==> src/rtl/acc_bank_pkg.sv <==
// Shared types for the multi-channel accumulator bank.
// Command opcodes and the result record layout.
package acc_bank_pkg;

    typedef enum logic [1:0] {
        OP_ADD   = 2'd0,
        OP_SUB   = 2'd1,
        OP_LOAD  = 2'd2,
        OP_CLEAR = 2'd3
    } t_op;

    // Widest record any instance emits; instances zero-extend into it.
    localparam int RES_ACC_W = 64;
    localparam int RES_CH_W  = 8;

    typedef struct packed {
        logic [RES_CH_W-1:0]  chan;
        logic [RES_ACC_W-1:0] result;
        logic                 ovf;
        logic                 err;
    } t_result;

endpackage

==> src/rtl/acc_bank_alu.sv <==
// Accumulator update datapath: add/sub/load/clear with wrap or saturate.
// Purely combinational; arithmetic is one bit wider than the accumulator.
module acc_bank_alu
    import acc_bank_pkg::*;
#(
    parameter int P_ACC_SIZE = 32,
    parameter int P_INC_SIZE = 16
) (
    input  logic [P_ACC_SIZE-1:0] old_val,
    input  t_op                   op,
    input  logic [P_INC_SIZE-1:0] operand,
    input  logic                  sat_mode,
    output logic [P_ACC_SIZE-1:0] new_val,
    output logic                  ovf
);

    localparam int W = P_ACC_SIZE + 1;

    logic [W-1:0] ext_old;
    logic [W-1:0] ext_opd;
    logic [W-1:0] sum;
    logic [W-1:0] diff;

    assign ext_old = {1'b0, old_val};
    assign ext_opd = {{(W - P_INC_SIZE){1'b0}}, operand};
    assign sum     = ext_old + ext_opd;
    assign diff    = ext_old - ext_opd;

    always_comb begin
        new_val = old_val;
        ovf     = 1'b0;
        unique case (op)
            OP_ADD: begin
                ovf     = sum[P_ACC_SIZE];
                new_val = (ovf && sat_mode) ? '1 : sum[P_ACC_SIZE-1:0];
            end
            OP_SUB: begin
                ovf     = diff[P_ACC_SIZE];
                new_val = (ovf && sat_mode) ? '0 : diff[P_ACC_SIZE-1:0];
            end
            OP_LOAD: begin
                new_val = ext_opd[P_ACC_SIZE-1:0];
            end
            OP_CLEAR: begin
                new_val = '0;
            end
        endcase
    end

endmodule

==> src/rtl/acc_bank.sv <==
// Multi-channel accumulator bank with valid/ready command and result streams.
// Accumulators update at the accept edge; the result follows one cycle later.
module acc_bank
    import acc_bank_pkg::*;
#(
    parameter  int P_ACC_SIZE = 32,
    parameter  int P_INC_SIZE = 16,
    parameter  int P_CHANNELS = 4,
    localparam int P_CH_W     = $clog2(P_CHANNELS)
) (
    input  logic                  clk,
    input  logic                  n_rst,
    input  logic                  i_valid,
    output logic                  o_ready,
    input  logic [1:0]            i_op,
    input  logic [P_CH_W-1:0]     i_chan,
    input  logic [P_INC_SIZE-1:0] i_operand,
    input  logic                  i_sat_mode,
    output logic                  o_valid,
    input  logic                  i_ready,
    output logic [P_CH_W-1:0]     o_chan,
    output logic [P_ACC_SIZE-1:0] o_result,
    output logic                  o_ovf,
    output logic                  o_err,
    input  logic [P_CH_W-1:0]     i_rd_chan,
    output logic [P_ACC_SIZE-1:0] o_rd_data,
    output logic [P_CHANNELS-1:0] o_sticky_ovf
);

    // Per-instance view of the result record at the configured widths.
    typedef struct packed {
        logic [P_CH_W-1:0]     chan;
        logic [P_ACC_SIZE-1:0] result;
        logic                  ovf;
        logic                  err;
    } t_res;

    typedef struct packed {
        logic [P_CHANNELS-1:0][P_ACC_SIZE-1:0] acc;
        logic [P_CHANNELS-1:0]                 sticky;
        t_res                                  res;
        logic                                  vld;
    } t_state;

    t_state curr;
    t_state next;

    logic                  accept;
    logic                  chan_ok;
    logic                  rd_ok;
    t_op                   op;
    logic [P_ACC_SIZE-1:0] alu_old;
    logic [P_ACC_SIZE-1:0] alu_new;
    logic                  alu_ovf;

    assign op      = t_op'(i_op);
    assign o_ready = !curr.vld || i_ready;
    assign accept  = i_valid && o_ready;
    assign chan_ok = 32'(i_chan) < P_CHANNELS;
    assign rd_ok   = 32'(i_rd_chan) < P_CHANNELS;
    assign alu_old = chan_ok ? curr.acc[i_chan] : '0;

    acc_bank_alu #(
        .P_ACC_SIZE (P_ACC_SIZE),
        .P_INC_SIZE (P_INC_SIZE)
    ) u_alu (
        .old_val  (alu_old),
        .op       (op),
        .operand  (i_operand),
        .sat_mode (i_sat_mode),
        .new_val  (alu_new),
        .ovf      (alu_ovf)
    );

    always_comb begin
        next = curr;
        if (accept) begin
            next.vld      = 1'b1;
            next.res.chan = i_chan;
            if (chan_ok) begin
                next.acc[i_chan] = alu_new;
                next.res.result  = alu_new;
                next.res.ovf     = alu_ovf;
                next.res.err     = 1'b0;
                if (op == OP_LOAD || op == OP_CLEAR) begin
                    next.sticky[i_chan] = 1'b0;
                end else if (alu_ovf) begin
                    next.sticky[i_chan] = 1'b1;
                end
            end else begin
                next.res.result = '0;
                next.res.ovf    = 1'b0;
                next.res.err    = 1'b1;
            end
        end else if (curr.vld && i_ready) begin
            next.vld = 1'b0;
        end
    end

    always_ff @(posedge clk or negedge n_rst) begin
        if (!n_rst) begin
            curr <= '0;
        end else begin
            curr <= next;
        end
    end

    assign o_valid      = curr.vld;
    assign o_chan       = curr.res.chan;
    assign o_result     = curr.res.result;
    assign o_ovf        = curr.res.ovf;
    assign o_err        = curr.res.err;
    assign o_sticky_ovf = curr.sticky;
    assign o_rd_data    = rd_ok ? curr.acc[i_rd_chan] : '0;

endmodule

==> config.mk <==
export PLATFORM = sky130hd
export DESIGN_NAME = acc_bank
export DESIGN_NICKNAME = d
export VERILOG_FILES = /design/src/rtl/acc_bank_pkg.sv /design/src/rtl/acc_bank_alu.sv /design/src/rtl/acc_bank.sv
export SDC_FILE = /design/constraint.sdc
export NUM_CORES = 1
export LEC_CHECK = 0
export CORE_ASPECT_RATIO = 0.8
export CORE_UTILIZATION = 29
export CTS_BUF_LIST = sky130_fd_sc_hd__clkbuf_16
export DETAILED_ROUTE_END_ITERATION = 16
export PLACE_DENSITY = 0.52
export SKIP_LAST_GASP = 1
export SYNTH_ARGS = -nofsm -noshare
export SYNTH_HDL_FRONTEND = slang
export SYNTH_SLANG_ARGS = --single-unit
==> constraint.sdc <==
create_clock -name clk -period 11.4 [get_ports clk]
set_input_delay 1.14 -clock clk [delete_from_list [all_inputs] [get_ports clk]]
set_output_delay 1.14 -clock clk [all_outputs]
set_load 0.02 [all_outputs]
==> reports/results.ini, run 1 <==
[run_status]
status=finished with violations
violations=DRC

[final_layout]
area_growth_pct=16.0
drive_gt1_share_pct=22.7
layout_commonest_cell=dfrtp_1
nets=1157
antennaDiodeCount=0
utilization_pct=34.1
layout_common_cells=dfrtp_1 (168), mux2_2 (96), clkdlybuf4s50_1 (94)

[clock_tree]
insertion_delay_ns=0.45
path_clk_slew_ns=0.07
cts_root_buffer=clkbuf_16
cts-hold-fix-buffers=0
cts_sinks=168
tritoncts=yes
cts.repair.resized=0
cts-htree-levels=4
post_cts_buffers=0
cts_buffers=17
clockBufferDepth=2

[synthesis]
yosysWarnings=0
ys.flop_type=dfrtp_1
syn_area_sq_um=11200
ys_ff_latch=168
synth_nets=1125
ys_seq_area_share_pct=37.5
synth_edf_count=0
synth.distinct_cells=79
avgSynthCellArea_sq_um=10.6
synthArstFlopShare_pct=100
syn_inst=1061

[sta]
rsz0062_at_grt=false
finalCritPeriodShare_pct=55.0
worstMarginPinSlew_ns=1.07
skew_ns=0.0108
hold_violations=0
setup_viol=0
fin_setup_tns_ns=0
period_minus_slack_ns=6.27
drv_slew=0
slew_headroom_pct=26.6
max_freq_mhz=159

[setup_path]
crit_type=input pin to flip-flop
startpoint_type=input pin
cpMaxStageDelayCell=o31a_1
max_stage_delay_ns=0.72
cpLargestDelayFamily=compound AO/OA/AOI/OAI gates
critical_path_buf_inv_count=3
required_ns=11.79
worstPathArrival_ns=6.66
endpoint_kind=flip-flop
crit_path_max_fanout=24
path_cells=buf_2, buf_4, mux4_2, ha_1, nand3_1, nor3_1, o2111ai_1, nand3_1, o31a_1, buf_4, o21ai_0, a41oi_1, mux2_2

[die]
die_h_um=178
initial_core_util_pct=29.4
coreArea_sq_um=38200
die_x_um=222
die-area_sq_um=39500
ios=101
std_cell_rows=64

[pwr]
power.internal_w=0.00199
combPwrFrac_pct=52.0
p_switching_w=0.00137
p_per_area_nw_per_um2=258
p_sw_share_pct=40.7
ir_drop_mv=0.133
power.leakage_nw=5.35
power.share.sequential_pct=29.8
p_clk_share_pct=18.2

[placement]
post-dp-hpwl_um=23500
numPortBuffers=99
gp_congestion=0.891

[route]
routed_via_density=5.36
met3WireLength_um=1140
wl_met2_um=15000
antenna_left=0
vias=8580
drc_errors=1
routedWlPerCell_um=20.5
top_layer=met4
wirelength_um=32800
wl_met1_um=16100
drt_iter0_drc=463
dr.pass1.iters=11

[global_route]
grt_pass1_vias=8507
antenna_found_initial=0
gr-total-overflow=0
grt_max_degree=65
track_usage_pct=17.2
grt_pass1_wl_um=51800

[job]
max-cap-violations=0

[min_path]
hold_class=flip-flop to flip-flop

## registers in the layout, summed over array words and instances, names as in the netlist, named ones only
name / cells
o_valid: 1
o_result: 32
o_ovf: 1
o_chan: 2
curr: 128
## power groups by stage
| stage | Combinational [W] | Sequential [W] | Clock, W |
|---|---|---|---|
| after CTS | 0.00175 | 0.00100 | 0.000630 |
| after global placement | 0.00172 | 0.00100 | 0 |
| final | 0.00174 | 0.00100 | 0.000613 |
| after floorplan | 0.00128 | 0.000956 | 0 |
| after detailed placement | 0.00174 | 0.00101 | 0 |
| after global routing | 0.00190 | 0.00104 | 0.000658 |
## cell usage after synthesis (4+ instances only)
library cell  number  share of area (%)
or3_1              8               0.45
mux2_4             4               0.54
o2111ai_1          4               0.31
a22oi_1            4               0.27
buf_1             11               0.37
dfrtp_1          168                 37
buf_4             40                2.7
a221o_1            7               0.62
nor3_1            18               0.80
a2111oi_0          4               0.31
and3_1             5               0.28
a21oi_1           54                2.4
nand3_1           17               0.76
o211ai_1           7               0.47
o31a_1             7               0.55
o21ai_1           13               0.58
a22o_1             7               0.55
nor4_1            11               0.61
ha_1              35                3.9
mux4_2            62                 12
o221ai_1           4               0.31
clkbuf_1          45                1.5
inv_1             46                1.5
mux2_2            96                9.6
a221oi_1           5               0.39
nor2_1            53                1.8
o31ai_1           10               0.67
xnor2_1            4               0.31
nor3b_1            5               0.33
o311ai_0           4               0.31
and2_1             8               0.45
or2_2              9               0.50
o22ai_1            4               0.22
nor2b_1            7               0.39
a211oi_1           8               0.54
nand2b_1          14               0.78
a31oi_1           10               0.56
buf_6              4               0.40
o221a_2            4               0.40
o21a_1             6               0.40
o21ai_0           64                2.9
a32oi_1            5               0.39
a21o_1            10               0.67
nand2_1           93                3.1
## stage by stage
stage	hold slack, ns	power [W]	worst slack [ns]	std cells	cell area (sq um)
floorplan	0.447	0.00224	5.59	1061	11200
global placement	0.464	0.00272	4.79	1569	12400
detailed placement	0.461	0.00275	4.72	1569	12400
CTS	0.483	0.00338	5.19	1601	13000
global route	0.512	0.00359	4.78	1601	13000
finish	0.479	0.00336	5.13	1601	13000
## layout make-up
type | instances | area (sq um)
flip-flops and latches | 168 | 4200
clock inverters | 15 | 188
fillers | 3842 | 25200
clock buffers | 17 | 425
inverters | 46 | 173
well taps | 495 | 619
repair buffers | 116 | 1100
multi-input cells | 744 | 6300
## logic make-up after synthesis
kind of cell               synth area share [%]
adders and majority gates                  4.26
buffers and inverters                      6.63
other                                    0.0334
DFF                                        37.5
xor gates and xnor gates                  0.468
muxes                                      23.1
AOI/OAI and AO/OA                          16.9
and+or+nand+nor                            11.1
## worst reg2reg max path, stage by stage, from the launching register on
cell       delay, ns
dfrtp_1         0.40
mux4_2          0.51
ha_1            0.57
nand3_1         0.12
nor3_1          0.41
o2111ai_1       0.35
nand3_1         0.49
o31a_1          0.72
buf_4           0.37
o21ai_0         0.14
a41oi_1         0.52
mux2_2          0.26
## final timing paths
path	startpoint	cells after the start	slack, ns	to
worst max register to register	curr[149]$_DFFE_PN0P_	11	6.46	curr[71]$_DFFE_PN0P_
worst max-delay path	i_chan[0]	13	5.13	curr[71]$_DFFE_PN0P_
min in group asynchronous	n_rst	1	0.61	o_valid$_DFFE_PN0P_
worst min-delay path	o_ovf$_DFFE_PN0P_	2	0.48	o_ovf$_DFFE_PN0P_
worst min register to register	o_ovf$_DFFE_PN0P_	2	0.48	o_ovf$_DFFE_PN0P_
max in group asynchronous	n_rst	2	9.56	curr[68]$_DFFE_PN0P_
## per-layer routing
layer  global-route usage (%)  vias to the layer above
met5                        0                        -
met4                     4.57                        0
met3                     3.36                       22
met2                     26.4                      178
met1                     24.7                     4379
li1                         -                     4001
Note: power is estimated with default switching activity, not from simulation.
==> inputs of run 2 (changes only) <==
PLACE_DENSITY = 0.53   (was 0.52)
clock period = 5.73 ns   (was 11.4 ns; I/O delays follow)
==> reports/results.ini, run 2 (synthesized netlist as in run 1, its figures left out) <==
[setup_path]
cpMaxStageDelayCell=ha_1
max_stage_delay_ns=0.58  ; -0.14 ns
r2r-end=curr[44]$_DFFE_PN0P_
cpMostUsedCell=buf_4
critical_path_cell_count=14  ; +1
startpoint_type=input pin
crit_end=curr[89]$_DFFE_PN0P_
crit_start=i_chan[1]
endpoint_kind=flip-flop
worstPathArrival_ns=5.06  ; -1.60 ns
cpLargestDelayFamily=compound AO/OA/AOI/OAI gates
ff2ff_path_depth=13  ; +2
crit_path_max_fanout=14  ; -42%
required_ns=6.12  ; -5.67 ns
crit_type=input pin to flip-flop
critical_path_buf_inv_count=4  ; +1
path_cells=buf_2, buf_4, buf_4, mux4_2, ha_1, nand3_1, nor3_1, o2111ai_1, nand3_1, o31a_1, buf_4, a221oi_1, o21ai_0, mux2_2
ff2ff_setup_slack_ns=1.29  ; -5.17 ns
r2r-start=curr[105]$_DFFE_PN0P_

[sta]
max_freq_mhz=214
setup_viol=0  ; unchanged
period_minus_slack_ns=4.67
rsz0062_at_grt=false
worstMarginPinSlew_ns=1.13  ; +0.0550 ns
hold_violations=0  ; unchanged
drv_slew=0  ; unchanged
finalCritPeriodShare_pct=81.6
skew_ns=0.0120  ; +0.00124 ns
slew_headroom_pct=22.9  ; -3.8 points
setup_slack_ns=1.06  ; -4.07 ns
fin_setup_tns_ns=0  ; unchanged

[die]
std_cell_rows=64  ; unchanged
ios=101  ; unchanged
die-area_sq_um=39500  ; unchanged
die_x_um=222  ; unchanged
die_h_um=178  ; unchanged
coreArea_sq_um=38200  ; unchanged
initial_core_util_pct=29.4  ; unchanged

[route]
antenna_left=0  ; unchanged
drt_iter0_drc=777  ; +68%
routed_via_density=5.48  ; +2.2%
wirelength_um=33100  ; +1.2%
drc_errors=0  ; -1
vias=8849  ; +3.1%
dr.pass1.iters=5  ; -6
routedWlPerCell_um=20.5  ; +0.25%

[run_status]
status=finished clean

[clock_tree]
cts-htree-levels=4  ; unchanged
tritoncts=yes
insertion_delay_ns=0.45  ; about the same
cts-hold-fix-buffers=0  ; unchanged
path_clk_slew_ns=0.07  ; about the same
cts_buffers=17  ; unchanged
clockBufferDepth=2  ; unchanged
cts_sinks=168  ; unchanged
cts.repair.resized=0  ; unchanged
post_cts_buffers=0  ; unchanged
cts_root_buffer=clkbuf_16

[final_layout]
layout_common_cells=dfrtp_1 (168), mux2_2 (96), clkdlybuf4s50_1 (94)
area_growth_pct=17.2
utilization_pct=34.4  ; +0.35 points
largest_register=curr
largest_register_ffs=128  ; unchanged
layout_commonest_cell=dfrtp_1
fillers=3838  ; -0.10%
nets=1172  ; +1.3%
antennaDiodeCount=0  ; unchanged
drive_gt1_share_pct=23.4  ; +0.68 points

[pwr]
power.leakage_nw=5.43  ; +1.7%
total_power_w=0.00672  ; +100%
p_per_area_nw_per_um2=511  ; +98%
ir_drop_mv=0.251  ; +89%

[placement]
gp_congestion=0.925  ; +3.9%
post-dp-hpwl_um=23500  ; +0.19%
numPortBuffers=99  ; unchanged
pre_cts_ws_ns=0.654  ; -4.07 ns

[global_route]
gr-total-overflow=0  ; unchanged
track_usage_pct=17.5  ; +0.27 points
grt_max_degree=169  ; +160%
antenna_found_initial=0  ; unchanged
grt_pass1_wl_um=52600  ; +1.5%
grt_pass1_vias=8863  ; +4.2%

[job]
max-cap-violations=0  ; unchanged

[min_path]
hold_class=input pin to asynchronous set/reset pin

[run 2: layer usage]
layer	GRT usage (%)	share of wire, %	up-vias
li1	-	-	4043
met1	24.7	48	4483
met2	26.9	45	279
met3	3.49	5.2	44
met4	5.44	2.1	0
met5	0	0	-
[run 2: report_power, final]
group,internal (W),switching [W]
clock network,0.000723,0.000492
logic,0.00164,0.00188
registers,0.00167,0.000313
[run 2: per-stage QoR]
| stage | hold slack, ns | area, sq um | instances |
|---|---|---|---|
| after floorplan | 0.277 | 11200 | 1061 |
| after global placement | 0.457 | 12500 | 1584 |
| after detailed placement | 0.465 | 12500 | 1584 |
| after CTS | 0.336 | 13100 | 1616 |
| after global routing | 0.345 | 13100 | 1616 |
| final | 0.250 | 13100 | 1616 |
[run 2: layout make-up]
cell class	count	area [sq um]	share of cell area, %
well taps	495	619	4.71
clock inverters	15	185	1.41
multi-input cells	744	6300	47.9
repair buffers	131	1240	9.41
flip-flops and latches	168	4200	32.0
clock buffers	17	425	3.24
inverters	46	173	1.31
[run 2: worst register-to-register path: cells and delay by family, from the launching register on]
family / cells / cell delay (ns)
flip-flops: 1 / 0.40
buffers and inverters: 2 / 0.38
multiplexers: 2 / 0.78
AO/OA/AOI/OAI: 5 / 1.98
AND/OR/NAND/NOR: 2 / 0.38
adder cells (fa/ha/maj): 2 / 0.41
[run 2: worst min path at each step]
stage,from,endpoint,depth (start not counted)
floorplan,n_rst,asynchronous set/reset pin,0
global placement,o_ovf$_DFFE_PN0P_,o_ovf$_DFFE_PN0P_,2
detailed placement,o_ovf$_DFFE_PN0P_,o_ovf$_DFFE_PN0P_,2
CTS,n_rst,o_result[4]$_DFFE_PN0P_,2
global route,n_rst,o_valid$_DFFE_PN0P_,2
finish,n_rst,o_result[0]$_DFFE_PN0P_,2
==> inputs of run 3 (changes only) <==
clock period = 4.2 ns   (was 5.73 ns; I/O delays follow)
==> reports/results.ini, run 3 (synthesized netlist as in run 1, its figures left out) <==
[sta]
period_minus_slack_ns=3.97
skew_ns=0.0140  ; +0.00194 ns
hold_violations=0  ; unchanged
worstMarginPinSlew_ns=1.03  ; -0.0988 ns
finalCritPeriodShare_pct=94.6
setup_slack_ns=0.225  ; -0.830 ns
setup_viol=0  ; unchanged
drv_slew=0  ; unchanged
max_freq_mhz=252
rsz0062_at_grt=false
slew_headroom_pct=31.4  ; +8.5 points

[setup_path]
ff2ff_setup_slack_ns=0.23  ; -1.06 ns
endpoint_kind=flip-flop
crit_path_max_fanout=7  ; -7
required_ns=4.53  ; -1.59 ns
startpoint_type=flip-flop
path_cells=mux4_2, inv_1, ha_1, fa_1, nor2b_1, o31a_1, o2111ai_1, buf_4, nand3_2, o31a_1, buf_4, buf_12, a221o_1, a22o_1, mux2_2
cpMaxStageDelayCell=mux4_2
worstPathArrival_ns=4.31  ; -0.75 ns
ff2ff_path_depth=15  ; +2
crit_type=flip-flop to flip-flop
max_stage_delay_ns=0.49  ; -0.09 ns

[pwr]
total_power_w=0.00991  ; +48%
p_switching_w=0.00399  ; +49%
power.leakage_nw=6.13  ; +13%
combPwrFrac_pct=56.9  ; +4.5 points
p_clk_share_pct=15.7  ; -2.4 points
p_per_area_nw_per_um2=696  ; +36%
power.share.sequential_pct=27.5  ; -2.0 points
p_sw_share_pct=40.3  ; +0.30 points
power.internal_w=0.00592  ; +47%
ir_drop_mv=0.316  ; +26%

[final_layout]
largest_register=curr
largest_register_ffs=128  ; unchanged
layout_commonest_cell=dfrtp_1
nets=1312  ; +12%
area_growth_pct=27.0
drive_gt1_share_pct=32.5  ; +9.1 points
antennaDiodeCount=0  ; unchanged
layout_common_cells=dfrtp_1 (168), buf_4 (166), mux2_2 (96)

[placement]
pre_cts_ws_ns=-0.248  ; -0.902 ns
post-dp-hpwl_um=27000  ; +15%
gp_congestion=0.895  ; -3.2%
numPortBuffers=99  ; unchanged

[route]
drc_errors=0  ; unchanged
vias=9306  ; +5.2%
wirelength_um=35700  ; +7.8%
routed_via_density=5.30  ; -3.2%
antenna_left=0  ; unchanged
routedWlPerCell_um=20.3  ; -0.80%
drt_iter0_drc=609  ; -22%
dr.pass1.iters=5  ; unchanged

[global_route]
grt_pass1_vias=9317  ; +5.1%
grt_max_degree=105  ; -38%
gr-total-overflow=0  ; unchanged
grt_pass1_wl_um=55900  ; +6.3%
antenna_found_initial=0  ; unchanged
track_usage_pct=18.7  ; +1.2 points

[die]
die-area_sq_um=39500  ; unchanged
initial_core_util_pct=29.4  ; unchanged
die_h_um=178  ; unchanged
coreArea_sq_um=38200  ; unchanged
std_cell_rows=64  ; unchanged
die_x_um=222  ; unchanged
ios=101  ; unchanged

[clock_tree]
post_cts_buffers=0  ; unchanged
cts-hold-fix-buffers=0  ; unchanged
insertion_delay_ns=0.46  ; about the same
cts_root_buffer=clkbuf_16
tritoncts=yes
path_clk_slew_ns=0.07  ; about the same
cts_buffers=17  ; unchanged
clockBufferDepth=2  ; unchanged
cts-htree-levels=4  ; unchanged
cts_sinks=168  ; unchanged

[run_status]
status=finished clean

[job]
max-cap-violations=0  ; unchanged

[min_path]
hold_class=input pin to asynchronous set/reset pin

## run 3: cell count changes in the layout (fill, tap and decap cells not counted), sizes merged
cell | before | now
buf | 37 | 177
bufinv | 4 | 0
clkinv | 8 | 6
inv | 49 | 54
clkinvlp | 0 | 1
## run 3: area by class of cell
| class | count | area, sq um |
|---|---|---|
| Fill cell | 3777 | 24000 |
| Multi-Input combinational cell | 744 | 6330 |
| Sequential cell | 168 | 4200 |
| Timing Repair Buffer | 271 | 2340 |
| Tap cell | 495 | 619 |
| Clock buffer | 17 | 425 |
| Inverter | 46 | 173 |
| Clock inverter | 15 | 158 |
## run 3: timing repair
action | 4_1_cts | 5_1_grt
resized for setup | 0 | 5
endpoints found under the hold margin | 0 | 0
setup endpoints to repair | 0 | 25
## run 3: critical path, delay by kind of cell, from the launching register on
kind / cells / cell delay, ns
fa+ha+maj: 2 / 0.39
flops: 1 / 0.40
simple gates: 2 / 0.22
compound gates: 5 / 1.46
mux: 2 / 0.78
buf+inv: 4 / 0.59
## run 3: final timing paths
| path | from | to |
|---|---|---|
| max | curr[137]$_DFFE_PN0P_ | curr[78]$_DFFE_PN0P_ |
| min | n_rst | o_valid$_DFFE_PN0P_ |
| min reg2reg | o_ovf$_DFFE_PN0P_ | o_ovf$_DFFE_PN0P_ |
| min in group clk | o_ovf$_DFFE_PN0P_ | o_ovf$_DFFE_PN0P_ |
| max in group asynchronous | n_rst | curr[98]$_DFFE_PN0P_ |
| max reg2reg | curr[137]$_DFFE_PN0P_ | curr[78]$_DFFE_PN0P_ |
## run 3: power by group through the flow
stage	clock network, W	logic, W	registers [W]
after floorplan	0	0.00353	0.00259
after global placement	0	0.00557	0.00272
after detailed placement	0	0.00561	0.00275
after CTS	0.00160	0.00564	0.00273
after global routing	0.00168	0.00609	0.00284
final	0.00155	0.00564	0.00272
## run 3: routing by layer
layer	GRT usage (%)	part of all wire, %
met1	26.5	49
met2	29.3	45
met3	3.44	4.5
met4	4.98	1.6
met5	0	0
## run 3: stage by stage
| step | hold WS (ns) | area (sq um) | setup TNS (ns) | instances | utilization [%] |
|---|---|---|---|---|---|
| floorplan | 0.124 | 11300 | 0 | 1061 | - |
| global placement | 0.461 | 13600 | -8.36 | 1724 | 35.7 |
| detailed placement | 0.470 | 13600 | -11.99 | 1724 | 35.7 |
| CTS | 0.102 | 14200 | 0 | 1756 | 37.2 |
| global route | 0.159 | 14200 | 0 | 1756 | 37.3 |
| finish | 0.0877 | 14200 | 0 | 1756 | 37.3 |
